**src/rtl/fdown_pkg.sv**
```systemverilog
// Shared types and constants for the fDown per-frame game controller.
package fdown_pkg;

  typedef enum logic [2:0] {
    ST_WAIT, ST_IDLE, ST_SCROLL, ST_MOVE, ST_LAND, ST_OVER
  } state_t;

  localparam int NUM_FLOORS     = 3;
  localparam int CW             = 10;   // coordinate width
  localparam int SCREEN_W       = 640;
  localparam int SCREEN_H       = 480;
  localparam int RESPAWN_PERIOD = 450;
  localparam int GAP_MIN        = 32;

  localparam logic [CW-1:0] X_INIT = 10'd320;
  localparam logic [CW-1:0] Y_INIT = 10'd240;
  localparam logic [CW-1:0] FLOOR_INIT [NUM_FLOORS] = '{10'd100, 10'd250, 10'd400};
  localparam logic [CW-1:0] GAPX_INIT  [NUM_FLOORS] = '{10'd200, 10'd300, 10'd150};
  localparam logic [CW-1:0] GAPW_INIT  [NUM_FLOORS] = '{10'd40,  10'd35,  10'd60};

  // Floor 0 sits in the top field of each 30-bit packed output.
  localparam int FLD0_HI = 29, FLD0_LO = 20;
  localparam int FLD1_HI = 19, FLD1_LO = 10;
  localparam int FLD2_HI = 9,  FLD2_LO = 0;

  // One left shift of the x^16+x^14+x^13+x^11+1 Fibonacci LFSR.
  function automatic logic [15:0] lfsrStep(input logic [15:0] s);
    return {s[14:0], s[15] ^ s[13] ^ s[12] ^ s[10]};
  endfunction

  // Gap bits n shifts ahead of s; n is a loop constant at every call site.
  function automatic logic [11:0] lfsrAhead(input logic [15:0] s, input int n);
    logic [15:0] t;
    t = s;
    for (int k = 0; k < n; k++) t = lfsrStep(t);
    return t[11:0];
  endfunction

endpackage

```
**src/rtl/fdown_lfsr16.sv**
```systemverilog
// 16-bit Fibonacci LFSR with advance enable and synchronous load.
module fdown_lfsr16
  import fdown_pkg::*;
#(
  parameter logic [15:0] SEED = 16'hACE1
) (
  input  logic        clk,
  input  logic        rst_n,
  input  logic        adv,
  input  logic        load,
  input  logic [15:0] loadVal,
  output logic [15:0] state
);

  // Load has priority over advance; reset returns to the seed.
  always_ff @(posedge clk or negedge rst_n) begin
    if (!rst_n)    state <= SEED;
    else if (load) state <= loadVal;
    else if (adv)  state <= lfsrStep(state);
  end

endmodule

```
**src/rtl/fdown_ctrl.sv**
```systemverilog
// Per-frame fDown controller: scroll floors, move ball, apply gravity/landing.
module fdown_ctrl
  import fdown_pkg::*;
#(
  parameter int          SCROLL_STEP = 1,
  parameter int          FALL_STEP   = 2,
  parameter int          MOVE_STEP   = 2,
  parameter int          BALL_R      = 8,
  parameter logic [15:0] LFSR_SEED   = 16'hACE1
) (
  input  logic                     clk,
  input  logic                     rst_n,
  input  logic                     frame,
  input  logic                     start,
  input  logic                     btn_left,
  input  logic                     btn_right,
  output logic [CW-1:0]            x_pos,
  output logic [CW-1:0]            y_pos,
  output logic [NUM_FLOORS*CW-1:0] floors_y,
  output logic [NUM_FLOORS*CW-1:0] gaps_x,
  output logic [NUM_FLOORS*CW-1:0] gaps_w,
  output logic                     game_over,
  output logic [15:0]              score
);

  localparam logic [10:0] X_MAX = 11'(SCREEN_W - 1 - BALL_R);
  localparam logic [10:0] Y_MAX = 11'(SCREEN_H - 1 - BALL_R);

  state_t        st;
  logic [15:0]   lfsr;
  logic [CW-1:0] fy [NUM_FLOORS];
  logic [CW-1:0] gx [NUM_FLOORS];
  logic [CW-1:0] gw [NUM_FLOORS];

  logic [CW-1:0] fyScr [NUM_FLOORS];
  logic [CW-1:0] gxScr [NUM_FLOORS];
  logic [CW-1:0] gwScr [NUM_FLOORS];
  logic [11:0]   gapBits [NUM_FLOORS];
  logic [1:0]    nResp;
  logic [16:0]   scoreSum;
  logic [15:0]   scoreNext;

  logic [10:0]   xw, bw, yw;
  logic [CW-1:0] xMove, yLand, hitFy;
  logic          hit, overGap, landOver;

  fdown_lfsr16 #(.SEED(LFSR_SEED)) uLfsr (
    .clk     (clk),
    .rst_n   (rst_n),
    .adv     (st == ST_SCROLL),
    .load    (1'b0),
    .loadVal (LFSR_SEED),
    .state   (lfsr)
  );

  assign floors_y = {fy[0], fy[1], fy[2]};
  assign gaps_x   = {gx[0], gx[1], gx[2]};
  assign gaps_w   = {gw[0], gw[1], gw[2]};
  assign xw       = {1'b0, x_pos};

  // Scroll every floor; floors above the top wrap down with a fresh gap.
  always_comb begin
    nResp = '0;
    for (int i = 0; i < NUM_FLOORS; i++) begin
      gapBits[i] = lfsrAhead(lfsr, i);
      fyScr[i]   = fy[i] - CW'(SCROLL_STEP);
      gxScr[i]   = gx[i];
      gwScr[i]   = gw[i];
      if ({1'b0, fy[i]} < 11'(SCROLL_STEP)) begin
        fyScr[i] = CW'({1'b0, fy[i]} + 11'(RESPAWN_PERIOD - SCROLL_STEP));
        gxScr[i] = CW'(GAP_MIN) + {1'b0, gapBits[i][8:0]};
        gwScr[i] = CW'(GAP_MIN) + {4'b0, gapBits[i][11:9], 3'b0};
        nResp    = nResp + 2'd1;
      end
    end
    scoreSum  = {1'b0, score} + {15'b0, nResp};
    scoreNext = scoreSum[16] ? 16'hFFFF : scoreSum[15:0];
  end

  // Horizontal step with edge clamping; conflicting buttons hold position.
  always_comb begin
    xMove = x_pos;
    if (btn_left && !btn_right)
      xMove = (xw < 11'(BALL_R + MOVE_STEP)) ? CW'(BALL_R) : x_pos - CW'(MOVE_STEP);
    else if (btn_right && !btn_left)
      xMove = (xw + 11'(MOVE_STEP) > X_MAX) ? X_MAX[CW-1:0] : x_pos + CW'(MOVE_STEP);
  end

  // Landing: scan low-priority floors first so floor0 wins any tie.
  always_comb begin
    bw      = {1'b0, y_pos} + 11'(BALL_R);
    yw      = {1'b0, y_pos} + 11'(FALL_STEP);
    hit     = 1'b0;
    hitFy   = '0;
    overGap = 1'b0;
    for (int i = NUM_FLOORS - 1; i >= 0; i--) begin
      overGap = ({1'b0, gx[i]} <= xw) && (xw < {1'b0, gx[i]} + {1'b0, gw[i]});
      if (({1'b0, fy[i]} <= bw + 11'(FALL_STEP)) &&
          (bw <= {1'b0, fy[i]} + 11'(SCROLL_STEP)) && !overGap) begin
        hit   = 1'b1;
        hitFy = fy[i];
      end
    end
    yLand    = hit ? hitFy - CW'(BALL_R) : ((yw > Y_MAX) ? Y_MAX[CW-1:0] : yw[CW-1:0]);
    landOver = hit && ({1'b0, hitFy} <= 11'(BALL_R));
  end

  // Frame sequencer: one register stage per phase, all outputs registered.
  always_ff @(posedge clk or negedge rst_n) begin
    if (!rst_n) begin
      st        <= ST_WAIT;
      x_pos     <= X_INIT;
      y_pos     <= Y_INIT;
      score     <= '0;
      game_over <= 1'b0;
      for (int i = 0; i < NUM_FLOORS; i++) begin
        fy[i] <= FLOOR_INIT[i];
        gx[i] <= GAPX_INIT[i];
        gw[i] <= GAPW_INIT[i];
      end
    end else begin
      case (st)
        ST_WAIT, ST_OVER: if (start) begin
          st        <= ST_IDLE;
          x_pos     <= X_INIT;
          y_pos     <= Y_INIT;
          score     <= '0;
          game_over <= 1'b0;
          for (int i = 0; i < NUM_FLOORS; i++) begin
            fy[i] <= FLOOR_INIT[i];
            gx[i] <= GAPX_INIT[i];
            gw[i] <= GAPW_INIT[i];
          end
        end
        ST_IDLE: if (frame) st <= ST_SCROLL;
        ST_SCROLL: begin
          for (int i = 0; i < NUM_FLOORS; i++) begin
            fy[i] <= fyScr[i];
            gx[i] <= gxScr[i];
            gw[i] <= gwScr[i];
          end
          score <= scoreNext;
          st    <= ST_MOVE;
        end
        ST_MOVE: begin
          x_pos <= xMove;
          st    <= ST_LAND;
        end
        ST_LAND: begin
          y_pos <= yLand;
          if (landOver) begin
            game_over <= 1'b1;
            st        <= ST_OVER;
          end else begin
            st <= ST_IDLE;
          end
        end
        default: st <= ST_WAIT;
      endcase
    end
  end

endmodule

```
**config.mk**
```make
export PLATFORM = sky130hd
export DESIGN_NAME = fdown_ctrl
export DESIGN_NICKNAME = d
export VERILOG_FILES = /design/src/rtl/fdown_pkg.sv /design/src/rtl/fdown_lfsr16.sv /design/src/rtl/fdown_ctrl.sv
export SDC_FILE = /design/constraint.sdc
export NUM_CORES = 1
export LEC_CHECK = 0
export BUFFER_PORTS_ARGS = -buffer_cell sky130_fd_sc_hd__buf_4
export CORE_ASPECT_RATIO = 1.75
export CORE_MARGIN = 2
export CORE_UTILIZATION = 60
export DETAILED_ROUTE_END_ITERATION = 12
export GPL_TIMING_DRIVEN = 0
export MAX_ROUTING_LAYER = met4
export PLACE_DENSITY = 0.89
export SYNTH_ARGS = -nofsm -noshare
export SYNTH_HDL_FRONTEND = slang
export SYNTH_HIERARCHICAL = 1
export SYNTH_SLANG_ARGS = --single-unit
```
**constraint.sdc**
```tcl
create_clock -name clk -period 10.2 [get_ports clk]
set_clock_uncertainty 0.2 [all_clocks]
set_input_delay 1.02 -clock clk [delete_from_list [all_inputs] [get_ports clk]]
set_output_delay 1.02 -clock clk [all_outputs]
set_load 0.005 [all_outputs]
```
* Word level (Yosys, flattened, before mapping)
Index checks and enable logic that the tools add are counted. Widths: inputs -> output; s select.
Cells by class: reductions and logical operators 30, add/sub/neg operators 28, magnitude comparators 19, muxes and demuxes 44, bitwise gates (word level) 6, eq/ne operators 12
Operator list (number):
- $mux 10 | 20
- $pmux 30 s2 | 3
- $mux 30 | 3
- $pmux 10 s2 | 2
- $add 10x1->11 const B | 3
- $add 10x10->11 | 3
- $le 10x11->1 | 3
- $le 11x11->1 | 3
- $lt 10x11->1 | 3
- $mux 16 | 2
- $pmux 16 s2 | 1
- $add 10x9->10 const B | 3
- $add 6x9->10 const A | 3
- $le 10x10->1 | 3
- $lt 10x1->1 const B | 3
- $sub 10x1->10 const B | 3
- $add 10x2->11 const B | 2
- $add 6x6->7 const A | 3
- $add 16x2->17 | 1
- $pmux 3 s5 | 1
- $reduce_and 3->1 | 5
- $logic_and 1x1->1 | 12
- $ne 2x2->1 const B | 6
- $add 10x4->11 const B | 1
- 23 further kinds | 47
Storage, ports and cells: register bits after elaboration 146, output and inout bits 127

* Logic depth before layout (Yosys ltp)
depth after elaboration 12, gate-level depth with buffers 24, mapped depth without buffers 23

* By module
The synthesis kept the hierarchy.
Modules (own cells, without submodules):
- fdown_ctrl | area an instance 10890.4 µm², times used 1, cells an instance 1258
- fdown_lfsr16 | area an instance 800.8 µm², times used 1, cells an instance 73

* Worst setup path after synthesis
No wires, ideal clock.
path kind register to register, from register y_pos[1], to register y_pos[9], setup time 0.121 ns, arrival time 4.313 ns, period minus slack after synthesis 4.634 ns, stages on the path, launching flop included 22, slack 5.566 ns, path through dfrtp_1 -> ha_1 -> buf_2 -> nand2_1 -> or3_4 -> nor2_1 -> xnor2_1 -> ha_1 -> inv_1 -> o41ai_1 -> o21bai_1 -> maj3_1 -> maj3_2 -> o211ai_4 -> buf_8 -> mux2i_1 -> mux2i_2 -> ha_1 -> inv_1 -> nor2_1 -> xor2_1 -> a22o_1
Between the ends: word-level cells in the longest chain between the ends 11, elaborated cells between the ends (all ways) 26, those cells by class add/sub (4); order compare (7); mux (9); reduce/logical (6)
Ends and longest elaborated chain:
- start, declared | RTL line fdown_ctrl.sv:18 | output logic [CW-1:0] y_pos,
- start signal, assigned | RTL line fdown_ctrl.sv:150 | y_pos <= yLand;
- $add 10x4->11 | RTL line fdown_ctrl.sv:91 | bw = {1'b0, y_pos} + 11'(BALL_R);
- $add 11x2->11 | RTL line fdown_ctrl.sv:98 | if (({1'b0, fy[i]} <= bw + 11'(FALL_STEP)) &&
- $le 10x11->1 | RTL line fdown_ctrl.sv:98
- $logic_and 1x1->1 | RTL line fdown_ctrl.sv:98
- $logic_and 1x1->1 | RTL line fdown_ctrl.sv:99 | (bw <= {1'b0, fy[i]} + 11'(SCROLL_STEP)) && !overGap) begin
- $mux 10 (3 in a row) | RTL line fdown_ctrl.sv:98
- $sub 10x4->10 | RTL line fdown_ctrl.sv:104 | yLand = hit ? hitFy - CW'(BALL_R) : ((yw > Y_MAX) ? Y_MAX[CW-1:0] : yw[CW-1:0]);
- $mux 10 (*) | RTL line fdown_ctrl.sv:104
- $pmux 10 s2 (*) | RTL line fdown_ctrl.sv:122 | case (st)
Mark *: on every way between the ends. The rest lies on a longest branch, timed or not. A chain may end at the register's enable or synchronous reset.

* Worst setup path in the final report
from register y_pos[4], to register y_pos[5]
The elaborated chain is that of the path after synthesis.

==> metrics.md <==
| Metric | Value |
|---|---|
| Status | complete, no violations |
| Metal3 WL | 2790 um |
| Drt first pass iters | 6 |
| Least-Margin Pin Slew | 0.942 ns |
| Worst-Skew Late Latency | 0.44 ns |
| Vias in the first global route | 11499 |
| R2R depth | 19 |
| Top Layer Used | met4 |
| FMAX | 0.173 GHz |
| Starting Density | 61.2% |
| Worst vdd ir | 0.393 mV |
| Filler cells | 1511 |
| Cell variety after synth | 102 |
| Routed WL | 38200 um |
| CTS Root Cell | clkbuf_16 |
| Slew headroom | 37.0% |
| Site Rows | 67 |
| CP required | 10.38 ns |
| Initial antenna violation count | 0 |
| Final core occ | 71.3% |
| Total grt overflow | 0 |
| # DRC | 0 |
| HP Class | reg2reg |
| Slew Limit Fails | 0 |
| Area Growth Syn to Fin | 16.5% |
| 1st-iter DRT viols | 1084 |
| CP max FO | 10 |
| Yosys warnings | 6 |
| Io pins | 133 |
| Total setup buffers inserted after CTS | 0 |
| Hold-fix buffers at CTS | 0 |
| DR WL/cell | 21.8 um |
| Async SR Flop Fraction | 100% |
| Die Span X | 110 um |
| CTS tree | built |
| Post-route ant nets | 0 |
| Tot GR Track Use | 38.7% |
| Power Total | 4.95 mW |
| Share of layout cells above drive strength 1 | 18.2% |
| Pwr/cell area | 363 nW/um^2 |
| Critical path class | reg2reg |
| Most frequent cells in the layout | ha_1, buf_4, nand2_1 |
| Bufs on Longest Clock Path | 2 |
| CP Data Arrival Time | 5.96 ns |
| Num CTS Buffers | 17 |
| RSZ-0062 raised after global routing | no |
| Vias/cell | 6.53 |
| Seq/Total Area, Yosys | 28.3% |
| Final period utilization | 56.6% |
| Final Hold Viols | 0 |
| Clock sink total | 130 |
| Die outline area | 20700 um^2 |
| Clock slew at reported path FFs | 0.06 ns |
| First-pass GRT wire length | 59300 um |
| Syn avg cell area | 8.78 um^2 |
| Commonest non-fill, non-tap cell in the layout | ha_1 |
| Startpoint Class | flop |
| Crit path time final | 5.77 ns |
| Synthesized instance count | 1331 |
| Vias after detailed routing | 11481 |
| Synthesized cell area | 11700 um^2 |
| PostCTS Resize Cnt | 0 |
| Maxcap violations | 0 |
| Setup violators final | 0 |
| Post-DP HPWL | 29100 um |
| IO Port Bufs | 117 |
| Synth Flop Type | dfrtp_1 |
| Total leakage power | 6.26 nW |
| Htree depth | 4 |
| Worst setup EP type | flop |
| Diodes inserted | 0 |
| Final Wtd Congestion | 1.01 |
| Yosys reg bits | 130 |
| Nets | 1666 |
| Hold path depth | 1 |
| Total Negative Setup Slacks | 0 ns |
| Pin count of the biggest net entering global routing | 67 |
| DR WL met2 | 18700 um |
| Die height | 189 um |
| EDFF count, synth | 0 |
| Metal-1 WL | 12700 um |
| Core ar. | 19100 um^2 |
==> final timing paths <==
path                                start            to  slack (ns)
max in group asynchronous           rst_n  floors_y[16]        8.61
min in group asynchronous           rst_n    gaps_w[26]        0.38
worst max-delay path             y_pos[4]      y_pos[5]        4.43
worst min-delay path            game_over     game_over        0.28
worst min register to register  game_over     game_over        0.28
worst max register to register   y_pos[4]      y_pos[5]        4.43
==> report_power, final <==
group | switching (mW) | internal (mW)
sequential | 0.307 | 0.701
clock | 0.272 | 0.347
combinational | 1.89 | 1.43
==> metrics by stage <==
stage,instance area (um^2),worst slack (ns),hold WS (ns),std cells
floorplan,11800,5.57,0.274,1366
global placement,13000,4.63,0.262,1724
detailed placement,13000,4.61,0.269,1725
CTS,13600,4.56,0.282,1757
global route,13600,4.32,0.300,1757
finish,13600,4.43,0.280,1757
==> sequential cells by signal (all words and copies together), names as in the netlist <==
| signal | flops |
|---|---|
| x_pos | 10 |
| floors_y | 30 |
| game_over | 1 |
| y_pos | 10 |
| gaps_x | 30 |
| st | 3 |
| uLfsr/state | 16 |
| score | 16 |
| gaps_w | 14 |
==> layout make-up <==
cell class	count	area [um^2]	share of cell area [%]
clock buffer	17	425	3.12
tap	241	302	2.21
clock inverter	15	164	1.20
sequential	130	3310	24.3
buffer	73	469	3.44
inverter	70	263	1.93
timing repair buffer	118	910	6.68
multi-input combinational	1093	7780	57.1
==> layer usage <==
layer | global-route usage, % | up-vias
li1 | - | 5165
met1 | 37.3 | 5386
met2 | 63.1 | 663
met3 | 8.20 | 267
met4 | 34.9 | 0
met5 | - | -
==> critical path, stage by stage, from the launching register on <==
cell and delay [ns]:
dfstp_2 0.62, ha_1 0.27, xor2_1 0.76, and2_1 0.31, xnor2_1 0.35, ha_1 0.37, nand4_1 0.13, o41ai_1 0.09
o21bai_1 0.17, maj3_1 0.40, maj3_2 0.35, o211ai_4 0.27, buf_8 0.19, mux2i_1 0.27, mux2i_2 0.15, ha_1 0.24
inv_1 0.09, xnor2_1 0.09, o221ai_1 0.25, o21a_1 0.17
==> synth_stat cells (5+ instances only) <==
cell        n  area [um^2]
a211oi_1   11         82.6
a21o_1     22          165
a21oi_1    81          405
a221oi_1    6         52.6
a31oi_1    19          119
and2_1      5         31.3
and3_1     20          125
buf_2       6         30.0
buf_4      17          128
buf_6       6         67.6
clkbuf_1   34          128
clkbuf_8    5         68.8
dfrtp_1    85         2130
dfstp_2    45         1180
ha_1      153         1910
inv_1      68          255
mux2i_1    32          320
nand2_1   114          428
nand2b_1   13         81.3
nand3_1    68          340
nand4_1    20          125
nor2_1     78          293
nor2b_1    16          100
nor3_1     28          140
nor4_1      5         31.3
o211ai_1   16          120
o21a_1     10         75.1
o21ai_0    88          440
o21ai_1    21          105
o22ai_1     6         37.5
o31ai_1    12         90.1
o32ai_1     6         52.6
or3_1       7         43.8
xnor2_1    55          482
xor2_1     29          254
==> cells by family (layout without fill, tap and decap cells) <==
family	Yosys count	after routing	synth area share, %
compound gates	361	361	20.2
buf+inv	143	293	6.26
flops	130	130	28.3
mux	40	40	3.69
xor+xnor	85	85	6.43
other cells	2	37	0.0642
simple gates	409	409	17.6
fa+ha+maj	161	161	17.4
Power figures use the tool's default switching activity.
